**src/rtl/ifetch_pkg.sv**
```systemverilog
// Shared fetch-queue types and constants.
// INSTR_W/PC_STEP constants, fetch_entry_t, saturating add helper.
package ifetch_pkg;

    localparam int INSTR_W  = 32;
    localparam int PC_STEP  = 4;
    localparam int PC_MAX_W = 64;

    typedef struct packed {
        logic [INSTR_W-1:0]  instr;
        logic [PC_MAX_W-1:0] pc;
    } fetch_entry_t;

    function automatic logic [31:0] sat_add(
        input logic [31:0] a,
        input logic [31:0] b
    );
        logic [32:0] s;
        s = {1'b0, a} + {1'b0, b};
        return s[32] ? 32'hFFFF_FFFF : s[31:0];
    endfunction

endpackage

```
**src/rtl/ifetch_fifo.sv**
```systemverilog
// Instruction queue: power-of-two ring buffer with flush.
// Ports: push/push_data, pop/head, flush, full, empty, count.
module ifetch_fifo #(
    parameter int WIDTH = 64,
    parameter int DEPTH = 4
) (
    input  logic                     clock,
    input  logic                     reset,
    input  logic                     push,
    input  logic [WIDTH-1:0]         push_data,
    input  logic                     pop,
    output logic [WIDTH-1:0]         head,
    input  logic                     flush,
    output logic                     full,
    output logic                     empty,
    output logic [$clog2(DEPTH):0]   count
);
    localparam int AW = $clog2(DEPTH);

    logic [WIDTH-1:0] r_mem [DEPTH];
    logic [AW-1:0]    r_wr;
    logic [AW-1:0]    r_rd;
    logic [AW:0]      r_cnt;
    logic             w_push;
    logic             w_pop;

    assign empty = (r_cnt == '0);
    assign full  = (r_cnt == (AW+1)'(DEPTH));
    assign count = r_cnt;
    assign head  = r_mem[r_rd];

    // A full queue may accept a push when the head leaves the same cycle.
    assign w_pop  = pop && !empty;
    assign w_push = push && (!full || w_pop);

    always_ff @(posedge clock or negedge reset) begin
        if (!reset) begin
            r_wr  <= '0;
            r_rd  <= '0;
            r_cnt <= '0;
            for (int i = 0; i < DEPTH; i++) r_mem[i] <= '0;
        end else if (flush) begin
            r_wr  <= '0;
            r_rd  <= '0;
            r_cnt <= '0;
        end else begin
            if (w_push) begin
                r_mem[r_wr] <= push_data;
                r_wr        <= r_wr + AW'(1);
            end
            if (w_pop) r_rd <= r_rd + AW'(1);
            r_cnt <= r_cnt + (AW+1)'(w_push) - (AW+1)'(w_pop);
        end
    end

endmodule

```
**src/rtl/ifetch_queue.sv**
```systemverilog
// Fetch unit: issues word fetches, queues returned instructions, handles redirects.
// Ports: clock/reset, imem_req_*, imem_rsp_*, redirect_*, out_*; perf_* with IFETCH_PERF_CNT_EN.
module ifetch_queue
    import ifetch_pkg::*;
#(
    parameter int              XLEN     = 32,
    parameter int              QDEPTH   = 4,
    parameter logic [XLEN-1:0] RESET_PC = XLEN'(32'h0000_0000)
) (
    input  logic               clock,
    input  logic               reset,
    output logic               imem_req_valid,
    input  logic               imem_req_ready,
    output logic [XLEN-1:0]    imem_req_addr,
    input  logic               imem_rsp_valid,
    input  logic [INSTR_W-1:0] imem_rsp_data,
    input  logic               redirect_valid,
    input  logic [XLEN-1:0]    redirect_pc,
    output logic               out_valid,
    input  logic               out_ready,
    output logic [INSTR_W-1:0] out_instr,
    output logic [XLEN-1:0]    out_pc,
    output logic [XLEN-1:0]    out_pc_plus4
`ifdef IFETCH_PERF_CNT_EN
    ,
    output logic [31:0]        perf_fetched,
    output logic [31:0]        perf_flushed,
    output logic [31:0]        perf_stall
`endif
);
    localparam int CW = $clog2(QDEPTH) + 1;
    localparam int EW = INSTR_W + XLEN;
    localparam logic [XLEN-1:0] RESET_PC_A = {RESET_PC[XLEN-1:2], 2'b00};

    logic [XLEN-1:0] r_fetch_pc;
    logic [XLEN-1:0] r_rsp_pc;
    logic [CW-1:0]   r_outst;
    logic [CW-1:0]   r_discard;

    logic            w_fire;
    logic            w_drop;
    logic            w_push;
    logic            w_pop;
    logic            w_full;
    logic            w_empty;
    logic [CW-1:0]   w_count;
    logic [CW:0]     w_sum;
    logic [CW-1:0]   w_outst_nxt;
    logic [XLEN-1:0] w_tgt;
    logic [EW-1:0]   w_fifo_q;
    fetch_entry_t    w_head;
    logic            w_unused_pc;

    assign w_tgt  = {redirect_pc[XLEN-1:2], 2'b00};
    assign w_fire = imem_req_valid && imem_req_ready;
    assign w_drop = imem_rsp_valid && (r_discard != '0);
    assign w_push = imem_rsp_valid && !w_drop && !redirect_valid;
    assign w_pop  = out_valid && out_ready && !redirect_valid;

    // Queued plus in-flight never exceeds the queue depth.
    assign w_sum          = {1'b0, w_count} + {1'b0, r_outst};
    assign imem_req_valid = reset && (w_sum < (CW+1)'(QDEPTH));
    assign imem_req_addr  = r_fetch_pc;

    assign w_outst_nxt = r_outst + CW'(w_fire) - CW'(imem_rsp_valid);

    ifetch_fifo #(
        .WIDTH (EW),
        .DEPTH (QDEPTH)
    ) u_fifo (
        .clock     (clock),
        .reset     (reset),
        .push      (w_push),
        .push_data ({imem_rsp_data, r_rsp_pc}),
        .pop       (w_pop),
        .head      (w_fifo_q),
        .flush     (redirect_valid),
        .full      (w_full),
        .empty     (w_empty),
        .count     (w_count)
    );

    assign w_head = '{
        instr: w_fifo_q[EW-1:XLEN],
        pc:    PC_MAX_W'(w_fifo_q[XLEN-1:0])
    };
    assign w_unused_pc = ^(w_head.pc >> XLEN);

    // Outputs read zero whenever the head is not valid.
    assign out_valid    = !w_empty;
    assign out_instr    = out_valid ? w_head.instr : '0;
    assign out_pc       = out_valid ? w_head.pc[XLEN-1:0] : '0;
    assign out_pc_plus4 = out_valid ?
                          w_head.pc[XLEN-1:0] + XLEN'(PC_STEP) : '0;

    // r_rsp_pc tracks the address of the next response that will be kept.
    always_ff @(posedge clock or negedge reset) begin
        if (!reset) begin
            r_fetch_pc <= RESET_PC_A;
            r_rsp_pc   <= RESET_PC_A;
            r_outst    <= '0;
            r_discard  <= '0;
        end else begin
            r_outst <= w_outst_nxt;
            if (redirect_valid) begin
                r_fetch_pc <= w_tgt;
                r_rsp_pc   <= w_tgt;
                r_discard  <= w_outst_nxt;
            end else begin
                if (w_fire) r_fetch_pc <= r_fetch_pc + XLEN'(PC_STEP);
                if (w_push) r_rsp_pc   <= r_rsp_pc + XLEN'(PC_STEP);
                if (w_drop) r_discard  <= r_discard - CW'(1);
            end
        end
    end

`ifdef IFETCH_PERF_CNT_EN
    logic [31:0] r_perf_fetched;
    logic [31:0] r_perf_flushed;
    logic [31:0] r_perf_stall;

    always_ff @(posedge clock or negedge reset) begin
        if (!reset) begin
            r_perf_fetched <= '0;
            r_perf_flushed <= '0;
            r_perf_stall   <= '0;
        end else begin
            if (w_push)
                r_perf_fetched <= sat_add(r_perf_fetched, 32'd1);
            if (redirect_valid)
                r_perf_flushed <= sat_add(r_perf_flushed,
                                  32'(w_count) + 32'(imem_rsp_valid));
            else if (w_drop)
                r_perf_flushed <= sat_add(r_perf_flushed, 32'd1);
            if (out_ready && !out_valid)
                r_perf_stall <= sat_add(r_perf_stall, 32'd1);
        end
    end

    assign perf_fetched = r_perf_fetched;
    assign perf_flushed = r_perf_flushed;
    assign perf_stall   = r_perf_stall;
`endif

    a_rsp_outst: assert property (
        @(posedge clock) disable iff (!reset)
        imem_rsp_valid |-> (r_outst != '0));

    a_no_ovf: assert property (
        @(posedge clock) disable iff (!reset)
        w_push |-> (!w_full || w_pop));

endmodule

```
**config.mk**
```make
export PLATFORM = sky130hd
export DESIGN_NAME = ifetch_queue
export DESIGN_NICKNAME = d
export VERILOG_FILES = /design/src/rtl/ifetch_pkg.sv /design/src/rtl/ifetch_fifo.sv /design/src/rtl/ifetch_queue.sv
export SDC_FILE = /design/constraint.sdc
export NUM_CORES = 1
export LEC_CHECK = 0
export BUFFER_PORTS_ARGS = -buffer_cell sky130_fd_sc_hd__buf_2
export CORE_MARGIN = 8
export CORE_UTILIZATION = 54
export DETAILED_ROUTE_END_ITERATION = 10
export HOLD_SLACK_MARGIN = 0.15
export PLACE_DENSITY = 0.78
export SETUP_SLACK_MARGIN = 0.02
export SLEW_MARGIN = 20
export SYNTH_ARGS = -nofsm -noshare
export SYNTH_HDL_FRONTEND = slang
export SYNTH_SLANG_ARGS = --single-unit
export TNS_END_PERCENT = 100
```
**constraint.sdc**
```tcl
create_clock -name clock -period 4.5 [get_ports clock]
set_input_delay 0.9 -clock clock [delete_from_list [all_inputs] [get_ports clock]]
set_output_delay 0.9 -clock clock [all_outputs]
set_load 0.05 [all_outputs]
```
== Word-level counts from Yosys, hierarchy flattened ==
Cells that the tools add are included.

* Register bits after elaboration: 333

* Eq/ne operators: 1
* Bitwise operators: 3
* Reduce and logical (&&, ||, !) cells: 23
* Add/subtract/negate cells: 11
* Multiplexer cells: 20
* $lt $le $gt $ge: 4

{| class="wikitable"
|+ Operator list
! kind !! count
|-
| $bwmux W256 || 1
|-
| $mux W32 || 7
|-
| $mux W64 || 3
|-
| $bmux W64 S2 || 1
|-
| $demux W64 S2 || 1
|-
| $add A32 B3 Y32 const B || 3
|-
| $logic_and A1 B1 Y1 || 10
|-
| $reduce_bool A2 Y1 || 5
|-
| $mux W3 || 3
|-
| $mux W2 || 4
|-
| $add A3 B1 Y3 || 2
|-
| $ge A3 B3 Y1 const B || 2
|-
| $not A2 Y3 || 2
|-
| $sub A3 B1 Y3 || 2
|-
| $add A2 B1 Y2 const B || 2
|-
| $add A3 B3 Y4 || 1
|-
| $logic_not A1 Y1 || 4
|-
| $lt A4 B3 Y1 const B || 1
|-
| $eq A3 B3 Y1 const B || 1
|-
| $logic_not A3 Y1 || 1
|-
| $lt A3 B1 Y1 const B || 1
|-
| $reduce_bool A3 Y1 || 1
|-
| $sub A3 B1 Y3 const B || 1
|-
| $reduce_and A2 Y1 || 1
|-
| 2 further kinds || 2
|}

== Logic depth before layout (Yosys ltp) ==
* Depth in word-level cells: 10
* Mapped depth: 14
* Gate-level depth less buffers: 13

== Modules after synthesis ==
From an unflattened synthesis, not the netlist that was laid out.

* Cell total of the unflattened synthesis: 1,234
* Area total of the unflattened synthesis: 17,361.7 µm²

{| class="wikitable"
|+ Modules (own cells, without submodules)
! module !! area an instance (µm²) !! times used !! cells each
|-
| ifetch_fifo || 12,415.7 || 1 || 666
|-
| ifetch_queue || 4,946.0 || 1 || 568
|}

== Worst setup path after synthesis ==
OpenSTA, ideal clock, no wires.

* Kind: reg2out
* Start point: reg u_fifo.r_rd[0]
* End point: out out_pc_plus4[30]
* Data required time: 3,600 ps
* Slack: 917 ps
* Arrival time: 2,683 ps
* Cell stages (with the launch flop): 7
* Path through: dfrtp_1 > buf_6 > buf_8 > buf_4 > mux4_2 > or4_1 > a21oi_1

* Longest elaborated chain between the ends: 6

{| class="wikitable"
|+ RTL lines
! element !! line !! source
|-
| start: declaration || ifetch_fifo.sv:22 || <nowiki>logic [AW-1:0] r_rd;</nowiki>
|-
| start signal: assignment || ifetch_fifo.sv:51 || <nowiki>if (w_pop) r_rd <= r_rd + AW'(1);</nowiki>
|-
| $not A2 Y3 (implied by the code) || ifetch_fifo.sv:30 || <nowiki>assign head = r_mem[r_rd];</nowiki>
|-
| $bmux W64 S2 || ifetch_fifo.sv:30 ||
|-
| $mux W64 (implied by the code) (2 in series) || ifetch_fifo.sv:30 ||
|-
| $add A32 B3 Y32 || ifetch_queue.sv:94 || <nowiki>w_head.pc[XLEN-1:0] + XLEN'(PC_STEP) : '0;</nowiki>
|-
| $mux W32 || ifetch_queue.sv:93 || <nowiki>assign out_pc_plus4 = out_valid ?</nowiki>
|-
| end: declaration || ifetch_queue.sv:23 || <nowiki>output logic [XLEN-1:0] out_pc_plus4</nowiki>
|}

Every way passes these cells. The select of a mux whose other input is x is not followed.

== Final worst setup path ==
* Start point: reg u_fifo.r_rd[0]
* End point: out out_pc_plus4[28]

Same word-level chain as after synthesis.

==> metrics <==
status finished clean; placed cell areas 17300 sq um; commonest non-fill, non-tap cell in the layout dfrtp_1; DRC Markers 0; final instance area 18400 sq um; Period minus WS final 4.22 ns; post_cts resized 0; total track usage 0.207; utilization after layout 0.625; Crit path required time 3.60 ns; TritonCTS clock tree done; Reg-to-Reg Start u_fifo.count[2]$_DFF_PN0_; HP Class in -> async; Final Setup Violations 0; first-pass GRT wire length 60.1 mm; Final ANT Viol Nets 0; Worst-Margin Slew 0.973 ns; initial antenna violation count 9; Async S/R FF share, synth 1.00; WP data arrival 3.32 ns; die footprint 35600 sq um; Static Leak 8.56 nW; Port Buffers 191; vias in the first global route 11100; flop2flop setup slack 1.43 ns; number of flops mapped to enable cells by yosys 0; area grow syn2layout 14.4%; drt initial violations 744; Worst setup startpoint u_fifo.r_rd[0]$_DFFE_PN0P_; sequential area share after synthesis 0.499; Tcrit/Tclk final 0.938; largest net degree at the start of global routing 181; core area 29500 sq um; post-synthesis xor/xnor area fraction 0.0299; simple-gate share of the synthesized area 0.107; clock root cell clkbuf_16; FF+latch count, synth 321; Synth Flop Type dfrtp_1; Yosys warning total 0; final hold violation count 0; residual overflow from global routing 0; Setup crit end kind output pin; Boundary Pins 200; GR Util met1 0.271; met2 Use GR 0.334; Final Max Tran Viols 0; post-DP HPWL 24.8 mm; Post-Synth Adder-Cell Area 0.0141; Routability Congestion 0.857; total wire length 37.0 mm; met3 Usage GRT 0.0560; cts bufs inserted 34; Setup crit end out_pc_plus4[28]; Max IR drop VDD 369 uV; maximum root-to-sink buffer count 3; CTS Hold Bufs 0; Sink Count 321; number of setup buffers added after CTS 0; worst skew pair latency 0.51 ns; H-Tree Depth 2; Initial Util 0.546; syn_area_per_cell 13.2 sq um; DR vias 10500; via/cell ratio 5.79; Setup TNS Final 0 ns; Crit Path Class reg -> out; layout cells sized above 1 0.436; mux share of post-synthesis cell area 0.289; Layout Nets 1475; maximum capacitance violations 0; Reg-to-Reg End r_discard[2]$_DFFE_PN0P_; drt wl/cell 20.5 microns; cell depth of the worst flop-to-flop path 14; final setup skew 0.0209 ns; chip height 189 microns; synthesized area 16100 sq um; die width 189 microns; drt first pass iters 5; Yosys cell types 54; Max Clock Freq 0.237 GHz; Relative slew margins 0.351; clock-pin slew on the worst setup and hold paths 0.06 ns; Startpoint Class flop; Rows 63; Power Density 610 nW/um^2; Synth Area in Compound Gates 0.0259; unrepaired setup endpoints after global routing no; largest family of logic cells by synthesized area multiplexers; synthesized instance count 1220; CP max FO 23; highest-count cells in the layout ignoring fill and taps dfrtp_1, mux2_2, buf_2; global route hottest layer met2
## flip-flops by register name, summed over array words and instances (netlist names)
signal	flops
u_fifo.r_mem	248
u_fifo.r_wr	2
imem_req_addr	30
u_fifo.count	3
u_fifo.r_rd	2
r_rsp_pc	30
r_outst	3
r_discard	3
## cell families after synthesis
| group | Yosys count |
|---|---|
| XOR/XNOR | 55 |
| buffers and inverters | 109 |
| multiplexers | 348 |
| AO/OA/AOI/OAI | 71 |
| adder cells (fa/ha/maj) | 17 |
| AND/OR/NAND/NOR | 298 |
| flip-flops | 321 |
| other | 1 |
## report_power, final
part / total, W / switching (W) / internal (W)
logic: 0.00454 / 0.00284 / 0.00170
registers: 0.00399 / 0.000470 / 0.00352
clock network: 0.00270 / 0.00109 / 0.00161
## cells in the mapped netlist, types with 2 or more instances
master | number | area [sq um]
a211oi_1 | 5 | 37.5
a21oi_1 | 15 | 75.1
a31oi_1 | 21 | 131
and2_1 | 72 | 450
and3_1 | 11 | 68.8
and4_1 | 11 | 96.3
and4_4 | 2 | 22.5
and4b_1 | 2 | 20.0
buf_2 | 33 | 165
buf_4 | 10 | 75.1
buf_6 | 7 | 78.8
clkbuf_1 | 31 | 116
dfrtp_1 | 321 | 8030
fa_1 | 2 | 40.0
ha_1 | 15 | 188
inv_1 | 23 | 86.3
mux2_1 | 6 | 67.6
mux2_2 | 278 | 3130
mux2i_1 | 2 | 20.0
mux4_1 | 10 | 263
mux4_2 | 52 | 1170
nand2_1 | 32 | 120
nand3_1 | 24 | 120
nand3_2 | 2 | 20.0
nand4_1 | 25 | 156
nor2_1 | 52 | 195
nor3_1 | 18 | 90.1
nor4_1 | 4 | 25.0
nor4b_1 | 3 | 26.3
o21ai_0 | 21 | 105
o31ai_1 | 8 | 60.1
or2_2 | 2 | 12.5
or3_1 | 20 | 125
or4_1 | 7 | 52.6
xnor2_1 | 25 | 219
xor2_1 | 30 | 263
## routing by layer
| metal | share of wire | up-vias | wire length, microns |
|---|---|---|---|
| li1 | - | 4780 | - |
| met1 | 0.43 | 5317 | 15800 |
| met2 | 0.48 | 287 | 17700 |
| met3 | 0.072 | 59 | 2660 |
| met4 | 0.021 | 8 | 770 |
| met5 | 0.0011 | - | 42 |
## layout make-up
cell class / count / area, sq um
Fill cell: 2245 / 11100
Sequential cell: 321 / 8040
Multi-Input combinational cell: 795 / 7530
Timing Repair Buffer: 212 / 1180
Clock buffer: 50 / 1010
Tap cell: 390 / 488
Inverter: 24 / 90.1
Clock inverter: 7 / 63.8
Antenna cell: 5 / 12.5
## worst min-delay path by stage
stage | from | end | slack (ns) | cells past startpoint
final | reset | imem_req_addr[10]$_DFFE_PN0N_ | 0.41 | 2
after global routing | reset | imem_req_addr[10]$_DFFE_PN0N_ | 0.42 | 2
after CTS | u_fifo.r_mem[220]$_DFFE_PN0P_ | u_fifo.r_mem[220]$_DFFE_PN0P_ | 0.50 | 1
after detailed placement | u_fifo.r_mem[220]$_DFFE_PN0P_ | u_fifo.r_mem[220]$_DFFE_PN0P_ | 0.49 | 1
after global placement | u_fifo.r_mem[79]$_DFFE_PN0P_ | u_fifo.r_mem[79]$_DFFE_PN0P_ | 0.48 | 1
after floorplan | r_outst[2]$_DFF_PN0_ | r_outst[2]$_DFF_PN0_ | 0.47 | 1
## worst max-delay path, cell delays in order, from the launching register on
cell	delay, ns
dfrtp_4	0.66
mux4_2	0.50
and4_1	0.39
nand4_4	0.28
or4_1	0.53
a21oi_1	0.16
buf_2	0.28
## metrics by stage
stage | worst slack (ns) | total power (W) | std cells | hold slack, ns
after floorplan | 0.917 | 0.00751 | 1225 | 0.472
after global placement | 0.814 | 0.00845 | 1741 | 0.481
after detailed placement | 0.789 | 0.00860 | 1741 | 0.488
after CTS | 0.252 | 0.0113 | 1798 | 0.502
after global routing | 0.0472 | 0.0118 | 1804 | 0.419
final | 0.278 | 0.0112 | 1804 | 0.410
Power figures use the tool's default switching activity.
